$ cat src/rtl/mmio_pkg.sv
// Shared constants for the MMIO console window: register addresses, status
// bit positions, the tohost write mask and the decode-select type.
package mmio_pkg;

    localparam logic [31:0] CONSOLE_ADDR_DEF = 32'h0001_0000;
    localparam logic [31:0] STATUS_ADDR_DEF  = 32'h0001_0004;
    localparam logic [31:0] TOHOST_ADDR_DEF  = 32'h0001_0008;
    localparam int          FIFO_DEPTH_DEF   = 16;

    localparam int STATUS_EMPTY_BIT = 0;
    localparam int STATUS_FULL_BIT  = 1;
    localparam int STATUS_OVF_BIT   = 2;
    localparam int STATUS_COUNT_LSB = 8;

    // tohost only takes effect on a full-word store
    localparam logic [3:0] TOHOST_MASK = 4'hF;

    typedef enum logic [1:0] {
        SEL_MEM,
        SEL_CONSOLE,
        SEL_STATUS,
        SEL_TOHOST
    } mmio_sel_e;

    // Word-granular address compare; byte offset bits are ignored.
    function automatic logic word_match(input logic [31:0] a, input logic [31:0] b);
        return (a >> 2) == (b >> 2);
    endfunction

endpackage

$ cat src/rtl/mmio_console_if.sv
// Core data-port bus as seen by the MMIO decoder. The core side is the
// master (drives address/data/strobes), the decoder is the slave.
interface mmio_console_if;

    logic [31:0] d_addr;
    logic [31:0] d_wdata;
    logic        wr_en;
    logic [3:0]  wr_mask;
    logic [31:0] d_rdata;

    modport master (
        output d_addr,
        output d_wdata,
        output wr_en,
        output wr_mask,
        input  d_rdata
    );

    modport slave (
        input  d_addr,
        input  d_wdata,
        input  wr_en,
        input  wr_mask,
        output d_rdata
    );

endinterface

$ cat src/rtl/sync_fifo.sv
// Single-clock FIFO with registered head (no fall-through). Data written
// into an empty FIFO becomes visible on o_data one cycle later together
// with !o_empty. A push while full is accepted only if a pop happens in
// the same cycle, so occupancy never exceeds DEPTH.
module sync_fifo #(
    parameter  int WIDTH = 8,
    parameter  int DEPTH = 16,
    localparam int AW    = $clog2(DEPTH),
    localparam int CW    = AW + 1
) (
    input  logic             i_clk,
    input  logic             i_rst,
    input  logic             i_push,
    input  logic [WIDTH-1:0] i_data,
    input  logic             i_pop,
    output logic [WIDTH-1:0] o_data,
    output logic             o_full,
    output logic             o_empty,
    output logic [CW-1:0]    o_count
);

    logic [WIDTH-1:0] r_mem [DEPTH];
    logic [AW-1:0]    r_wr_ptr;
    logic [AW-1:0]    r_rd_ptr;
    logic [CW-1:0]    r_count;
    logic             w_push;
    logic             w_pop;

    assign o_empty = (r_count == '0);
    assign o_full  = (r_count == CW'(DEPTH));
    assign w_pop   = i_pop && !o_empty;
    assign w_push  = i_push && (!o_full || w_pop);

    // Storage array; contents are don't-care until written, so no reset.
    always_ff @(posedge i_clk) begin
        if (w_push) begin
            r_mem[r_wr_ptr] <= i_data;
        end
    end

    // Pointers wrap naturally at the power-of-two depth; count tracks occupancy.
    always_ff @(posedge i_clk) begin
        if (i_rst) begin
            r_wr_ptr <= '0;
            r_rd_ptr <= '0;
            r_count  <= '0;
        end else begin
            if (w_push) begin
                r_wr_ptr <= r_wr_ptr + AW'(1);
            end
            if (w_pop) begin
                r_rd_ptr <= r_rd_ptr + AW'(1);
            end
            if (w_push && !w_pop) begin
                r_count <= r_count + CW'(1);
            end else if (w_pop && !w_push) begin
                r_count <= r_count - CW'(1);
            end
        end
    end

    // Head is forced to zero while empty so stale storage never leaks out.
    assign o_data  = o_empty ? '0 : r_mem[r_rd_ptr];
    assign o_count = r_count;

endmodule

$ cat src/rtl/mmio_console.sv
// Data-port decoder sitting between the core and the shared memory.
// Three word addresses form an MMIO window: a write-only console byte
// register feeding a TX FIFO, a read-only status register, and a
// write-only tohost register that latches a sticky halt plus exit code.
// Everything else passes through to memory. Read data is steered one
// cycle after the address to line up with the memory's read latency.
module mmio_console
    import mmio_pkg::*;
#(
    parameter logic [31:0] CONSOLE_ADDR = CONSOLE_ADDR_DEF,
    parameter logic [31:0] STATUS_ADDR  = STATUS_ADDR_DEF,
    parameter logic [31:0] TOHOST_ADDR  = TOHOST_ADDR_DEF,
    parameter int          FIFO_DEPTH   = FIFO_DEPTH_DEF
) (
    input  logic                 i_clk,
    input  logic                 i_rst,
    mmio_console_if.slave        bus,
    output logic                 o_mem_wr_en,
    input  logic [31:0]          i_mem_rdata,
    output logic [7:0]           o_tx_data,
    output logic                 o_tx_valid,
    input  logic                 i_tx_ready,
    output logic                 o_halt,
    output logic [31:0]          o_exit_code
);

    localparam int CW = $clog2(FIFO_DEPTH) + 1;

    mmio_sel_e   w_sel;
    logic        w_hit;
    logic        w_push_req;
    logic        w_push_ok;
    logic        w_pop;
    logic        w_fifo_full;
    logic        w_fifo_empty;
    logic [CW-1:0] w_fifo_count;
    logic [31:0] w_status;
    logic        w_tohost_wr;
    logic        w_unused_addr_lsb;

    logic        r_sel_q;
    logic [31:0] r_mmio_q;
    logic        r_overflow;
    logic        r_halt;
    logic [31:0] r_exit_code;

    // Address decode into one of the window registers or plain memory.
    always_comb begin
        w_sel = SEL_MEM;
        if (word_match(bus.d_addr, CONSOLE_ADDR)) begin
            w_sel = SEL_CONSOLE;
        end else if (word_match(bus.d_addr, STATUS_ADDR)) begin
            w_sel = SEL_STATUS;
        end else if (word_match(bus.d_addr, TOHOST_ADDR)) begin
            w_sel = SEL_TOHOST;
        end
    end

    assign w_hit             = (w_sel != SEL_MEM);
    assign w_unused_addr_lsb = &{1'b0, bus.d_addr[1:0]};

    // MMIO stores are swallowed here; memory only sees non-window writes.
    assign o_mem_wr_en = bus.wr_en & ~w_hit;

    // Console push uses byte lane 0 only; upper lanes are ignored.
    assign w_push_req = bus.wr_en && (w_sel == SEL_CONSOLE) && bus.wr_mask[0];
    assign w_pop      = o_tx_valid && i_tx_ready;
    assign w_push_ok  = w_push_req && (!w_fifo_full || w_pop);

    sync_fifo #(
        .WIDTH (8),
        .DEPTH (FIFO_DEPTH)
    ) u_tx_fifo (
        .i_clk   (i_clk),
        .i_rst   (i_rst),
        .i_push  (w_push_ok),
        .i_data  (bus.d_wdata[7:0]),
        .i_pop   (w_pop),
        .o_data  (o_tx_data),
        .o_full  (w_fifo_full),
        .o_empty (w_fifo_empty),
        .o_count (w_fifo_count)
    );

    assign o_tx_valid = !w_fifo_empty;

    // Status word built from the current (pre-update) FIFO state.
    always_comb begin
        w_status                               = '0;
        w_status[STATUS_EMPTY_BIT]             = w_fifo_empty;
        w_status[STATUS_FULL_BIT]              = w_fifo_full;
        w_status[STATUS_OVF_BIT]               = r_overflow;
        w_status[STATUS_COUNT_LSB +: 8]        = 8'(w_fifo_count);
    end

    // Read-side select and MMIO data registered to match memory read latency.
    always_ff @(posedge i_clk) begin
        if (i_rst) begin
            r_sel_q  <= 1'b0;
            r_mmio_q <= '0;
        end else begin
            r_sel_q  <= w_hit;
            r_mmio_q <= (w_sel == SEL_STATUS) ? w_status : 32'h0;
        end
    end

    assign bus.d_rdata = r_sel_q ? r_mmio_q : i_mem_rdata;

    // Sticky overflow: a console byte arrived with no room and no pop to make room.
    always_ff @(posedge i_clk) begin
        if (i_rst) begin
            r_overflow <= 1'b0;
        end else if (w_push_req && !w_push_ok) begin
            r_overflow <= 1'b1;
        end
    end

    assign w_tohost_wr = bus.wr_en && (w_sel == SEL_TOHOST) && (bus.wr_mask == TOHOST_MASK);

    // First full-word tohost store wins; later ones cannot rewrite the exit code.
    always_ff @(posedge i_clk) begin
        if (i_rst) begin
            r_halt      <= 1'b0;
            r_exit_code <= '0;
        end else if (w_tohost_wr && !r_halt) begin
            r_halt      <= 1'b1;
            r_exit_code <= bus.d_wdata;
        end
    end

    assign o_halt      = r_halt;
    assign o_exit_code = r_exit_code;

endmodule
$ cat src/flat_wrapper.sv
// flat-port wrapper written by rule: the top's interface ports become plain ports
module mmio_console_flat import mmio_pkg::*;
#(
    parameter logic [31:0] CONSOLE_ADDR = CONSOLE_ADDR_DEF,
    parameter logic [31:0] STATUS_ADDR  = STATUS_ADDR_DEF,
    parameter logic [31:0] TOHOST_ADDR  = TOHOST_ADDR_DEF,
    parameter int          FIFO_DEPTH   = FIFO_DEPTH_DEF
)
  (i_clk, i_rst, o_mem_wr_en, i_mem_rdata, o_tx_data, o_tx_valid, i_tx_ready, o_halt, o_exit_code, bus_d_addr, bus_d_wdata, bus_wr_en, bus_wr_mask, bus_d_rdata);
  mmio_console_if bus_i ();
  input  logic i_clk;
  input  logic i_rst;
  output logic o_mem_wr_en;
  input  logic [31:0] i_mem_rdata;
  output logic [7:0] o_tx_data;
  output logic o_tx_valid;
  input  logic i_tx_ready;
  output logic o_halt;
  output logic [31:0] o_exit_code;
  input wire logic [$bits(bus_i.d_addr)-1:0] bus_d_addr;
  input wire logic [$bits(bus_i.d_wdata)-1:0] bus_d_wdata;
  input wire logic [$bits(bus_i.wr_en)-1:0] bus_wr_en;
  input wire logic [$bits(bus_i.wr_mask)-1:0] bus_wr_mask;
  output wire logic [$bits(bus_i.d_rdata)-1:0] bus_d_rdata;
  assign bus_i.d_addr = bus_d_addr;
  assign bus_i.d_wdata = bus_d_wdata;
  assign bus_i.wr_en = bus_wr_en;
  assign bus_i.wr_mask = bus_wr_mask;
  assign bus_d_rdata = bus_i.d_rdata;
  mmio_console #(.CONSOLE_ADDR(CONSOLE_ADDR), .STATUS_ADDR(STATUS_ADDR), .TOHOST_ADDR(TOHOST_ADDR), .FIFO_DEPTH(FIFO_DEPTH)) u_core (.i_clk(i_clk), .i_rst(i_rst), .bus(bus_i), .o_mem_wr_en(o_mem_wr_en), .i_mem_rdata(i_mem_rdata), .o_tx_data(o_tx_data), .o_tx_valid(o_tx_valid), .i_tx_ready(i_tx_ready), .o_halt(o_halt), .o_exit_code(o_exit_code));
endmodule
$ cat config.mk
export PLATFORM = sky130hd
export DESIGN_NAME = mmio_console_flat
export DESIGN_NICKNAME = d
export VERILOG_FILES = /design/src/rtl/mmio_pkg.sv /design/src/rtl/mmio_console_if.sv /design/src/rtl/sync_fifo.sv /design/src/rtl/mmio_console.sv /design/src/flat_wrapper.sv
export SDC_FILE = /design/constraint.sdc
export NUM_CORES = 1
export LEC_CHECK = 0
export CAP_MARGIN = 20
export CORE_MARGIN = 5
export CORE_UTILIZATION = 30
export DETAILED_ROUTE_END_ITERATION = 7
export GPL_TIMING_DRIVEN = 1
export HOLD_SLACK_MARGIN = 0.06
export PLACE_DENSITY = 0.59
export SLEW_MARGIN = 20
export SYNTH_ARGS = -nofsm -noshare
export SYNTH_HDL_FRONTEND = slang
export SYNTH_SLANG_ARGS = --single-unit
$ cat constraint.sdc
create_clock -name i_clk -period 3.2 [get_ports i_clk]
set_input_delay 0.64 -clock i_clk [delete_from_list [all_inputs] [get_ports i_clk]]
set_output_delay 0.64 -clock i_clk [all_outputs]
set_load 0.01 [all_outputs]
==> metrics <==
result of the run complete, no violations; Largest stage delay, worst path 0.56 ns; utilization after layout 41.4%; initial DRC count 303; Final Instance Area 11100 µm²; layout-stage area growth over the synthesis result 37.4%; Clock transition at path regs 0.07 ns; average vias per placed instance 4.57; largest net degree at the start of global routing 61; clock sink count 188; Yosys Warn Count 0; number of remaining DRC errors 0; half-perimeter wire length of the detailed placement result 13500 µm; clock tree root driver cell sky130_fd_sc_hd__clkbuf_16; number of iterations in the first detailed-routing pass 4; clock insertion delay at the later pin of the skew report 0.43 ns; combinational cell fraction of total power 5.8%; origin of the worst min-delay path u_core.o_exit_code[29]; nature of the critical path startpoint register; Bufs on Longest Clock Path 2; clock network fraction of total power 41.8%; achievable frequency 0.322 GHz; Synth cell types 47; fillcell total 2528; sequential share of power 52.4%; RD Place Congestion 0.715; most common cell after layout, fill and taps aside sky130_fd_sc_hd__clkdlybuf4s50_1; crit path DAT 2.47 ns; final hold vios 0; Total Power 0.00494 W; fin nets 844; kind of critical path register to primary output; worst clock skew on the final layout 0.00879 ns; number of antenna violations at the first check in global routing 0; fin. max-slew vios 0; first-pass GRT wire length 29900 µm; Synth Register Bits 188; Req. time, crit path 2.56 ns; peak supply drop 369 µV; Worst Setup End Kind primary output; initial cell density of the core 30.2%; commonest non-fill, non-tap cells in the layout 174 x sky130_fd_sc_hd__clkdlybuf4s50_1, 128 x sky130_fd_sc_hd__edfxtp_1, 65 x sky130_fd_sc_hd__nand2b_1; summed negative setup slack over all endpoints 0 ns; multiplexer share of the synthesized area 16.7%; number of vias in the routed layout 4952; internal power 0.00387 W; share of post-route cells with drive strength above 1 17.2%; Max stage delay cell, worst path sky130_fd_sc_hd__mux4_2; path class of the lowest-slack min-delay path register to register; TritonCTS buffer count 17; count of max-cap constraint violations 0; antenna diode count 0; complex-gate fraction of the synthesized area 2.14%; x dimension of the die 174 µm; tightest slew margin relative to the limit 51.5%; Congestion Overflow GR 0; Antenna Nets Post-Route 0; RSZ-0062 raised after global routing yes; CP Cell Sequence buf_4 > mux4_2 > mux2i_2 > o22ai_1 > clkdlybuf4s50_1; final setup violation count 0; number of nets produced by synthesis 644; Mapped Avg Cell Area 15.2 µm²; core outline area 26700 µm²; Psw 0.00107 W; Post-synth top flop sky130_fd_sc_hd__edfxtp_1; detail-routed net length per standard cell 17.6 µm; synthesized instance count 530; netlist area before placement 8060 µm²; Worst Path Max Fanout 7; share of async-settable or async-resettable flops after synthesis 0%; Die ar. 30200 µm²; area share of fa/ha/maj cells after synthesis 1.65%; gr usage total 12.8%; routed wire length 19100 µm; dominant combinational cell family by area after synthesis multiplexers; power density over cell area 446 nW/µm²; via count of the first global-routing pass 5138; I/O pin total 179; number of I/O port buffers 176; die span in y 174 µm; placement-stage cell area 10400 µm²; switching fraction of total power 21.6%; number of enable-type register cells in the synthesized netlist 128; Row Count 60; # H-tree levels 4; worst slack at placement -0.276 ns; XOR/XNOR Fraction of Synth Area 0.652%; worst reg2reg path startpoint u_core.u_tx_fifo.o_count[0]; TritonCTS clock tree built; smallest setup slack after layout 0.0919 ns; sequential cell area fraction in the yosys report 62.6%; number of buffers inserted by hold repair at cts 0; sequential cell area in the final layout 5050 µm²; final worst path period share 97.1%; final worst path period need 3.11 ns; Worst Tran Pin Value 0.725 ns; Multi-input gate area 2940 µm²; simple-gate area share of the yosys netlist 14.3%; cell leakage power 3.70 nW
==> cell usage after synthesis, types with 2 or more instances <==
cell type | n | area, µm²
sky130_fd_sc_hd__a21o_1 | 2 | 15.0
sky130_fd_sc_hd__a21oi_1 | 7 | 35.0
sky130_fd_sc_hd__and2_1 | 6 | 37.5
sky130_fd_sc_hd__and3_1 | 19 | 119
sky130_fd_sc_hd__and4_1 | 2 | 17.5
sky130_fd_sc_hd__buf_2 | 4 | 20.0
sky130_fd_sc_hd__buf_6 | 3 | 33.8
sky130_fd_sc_hd__clkbuf_1 | 21 | 78.8
sky130_fd_sc_hd__dfxtp_1 | 60 | 1200
sky130_fd_sc_hd__edfxtp_1 | 128 | 3840
sky130_fd_sc_hd__ha_1 | 9 | 113
sky130_fd_sc_hd__inv_1 | 5 | 18.8
sky130_fd_sc_hd__mux2_1 | 2 | 22.5
sky130_fd_sc_hd__mux2_2 | 9 | 101
sky130_fd_sc_hd__mux2i_1 | 50 | 500
sky130_fd_sc_hd__mux4_2 | 32 | 721
sky130_fd_sc_hd__nand2_1 | 5 | 18.8
sky130_fd_sc_hd__nand2b_1 | 66 | 413
sky130_fd_sc_hd__nand4_1 | 4 | 25.0
sky130_fd_sc_hd__nor2_1 | 16 | 60.1
sky130_fd_sc_hd__nor2b_1 | 31 | 194
sky130_fd_sc_hd__nor4_1 | 4 | 25.0
sky130_fd_sc_hd__nor4_2 | 3 | 37.5
sky130_fd_sc_hd__nor4_4 | 4 | 85.1
sky130_fd_sc_hd__o211ai_1 | 2 | 15.0
sky130_fd_sc_hd__o21ai_1 | 2 | 10.0
sky130_fd_sc_hd__o22ai_1 | 8 | 50.1
sky130_fd_sc_hd__o31ai_1 | 3 | 22.5
sky130_fd_sc_hd__xor2_1 | 5 | 43.8
==> per-stage QoR <==
stage               hold slack [ns]  cells
finish                        0.472   1084
global route                  0.485   1084
CTS                           0.477   1083
detailed placement            0.460   1051
global placement              0.449   1051
floorplan                     0.423    530
==> registers in the layout, indices dropped and copies added, names as in the netlist, named ones only <==
register / flops
u_core.u_tx_fifo.r_mem: 128
u_core.u_tx_fifo.r_rd_ptr: 4
u_core.r_mmio_q: 8
u_core.u_tx_fifo.o_count: 5
u_core.r_overflow: 1
u_core.r_sel_q: 1
u_core.u_tx_fifo.r_wr_ptr: 4
u_core.o_exit_code: 32
u_core.o_halt: 1
==> critical path: cells and delay by family, from the launching register on <==
kind                   cells  cell delay, ns
multiplexers               2            0.79
buffers and inverters      2            0.71
flip-flops                 1            0.43
AO/OA/AOI/OAI              1            0.12
==> metal layers <==
layer  vias up  track usage [%]  wire length, µm
met1      2420             17.1             8370
met2       132             21.0             9490
li1       2391                -                -
met3         9             3.52             1170
met4         0             2.57               91
met5         -                0                0
==> cell families after synthesis <==
| kind of cell | count (synthesis) |
|---|---|
| mux | 93 |
| fa+ha+maj | 10 |
| xor+xnor | 6 |
| buf+inv | 34 |
| simple gates | 172 |
| flops | 188 |
| compound gates | 27 |
==> power groups by stage <==
stage          sequential [W]  combinational (W)  clock, W
3_5_place_dp          0.00264           0.000291         0
6_report              0.00259           0.000287   0.00206
4_1_cts               0.00259           0.000292   0.00213
5_1_grt               0.00259           0.000308   0.00223
3_3_place_gp          0.00264           0.000289         0
2_1_floorplan         0.00264          0.0000708         0
==> final cells by class <==
type                    instances  area share (%)
clock inverters                15            1.41
clock buffers                  17            3.84
multi-input cells             308            26.5
well taps                     341            3.85
repair buffers                210            18.6
flip-flops and latches        188            45.6
inverters                       5           0.169
==> repair_timing <==
item	4_1_cts	5_1_grt
endpoints found under the setup margin	9	6
buffers inserted	0	1
pin swaps	2	0
endpoints found under the hold margin	0	0
gates resized for setup	8	3
==> worst paths after layout <==
path | end | slack, ns | depth (start not counted)
setup / recovery | o_tx_data[2] | 0.09 | 5
hold / removal | u_core.o_exit_code[29] | 0.47 | 2
setup reg to reg | u_core.u_tx_fifo.o_count[4] | 0.30 | 10
hold reg to reg | u_core.o_exit_code[29] | 0.47 | 2
Note: power is estimated with default switching activity, not from simulation.
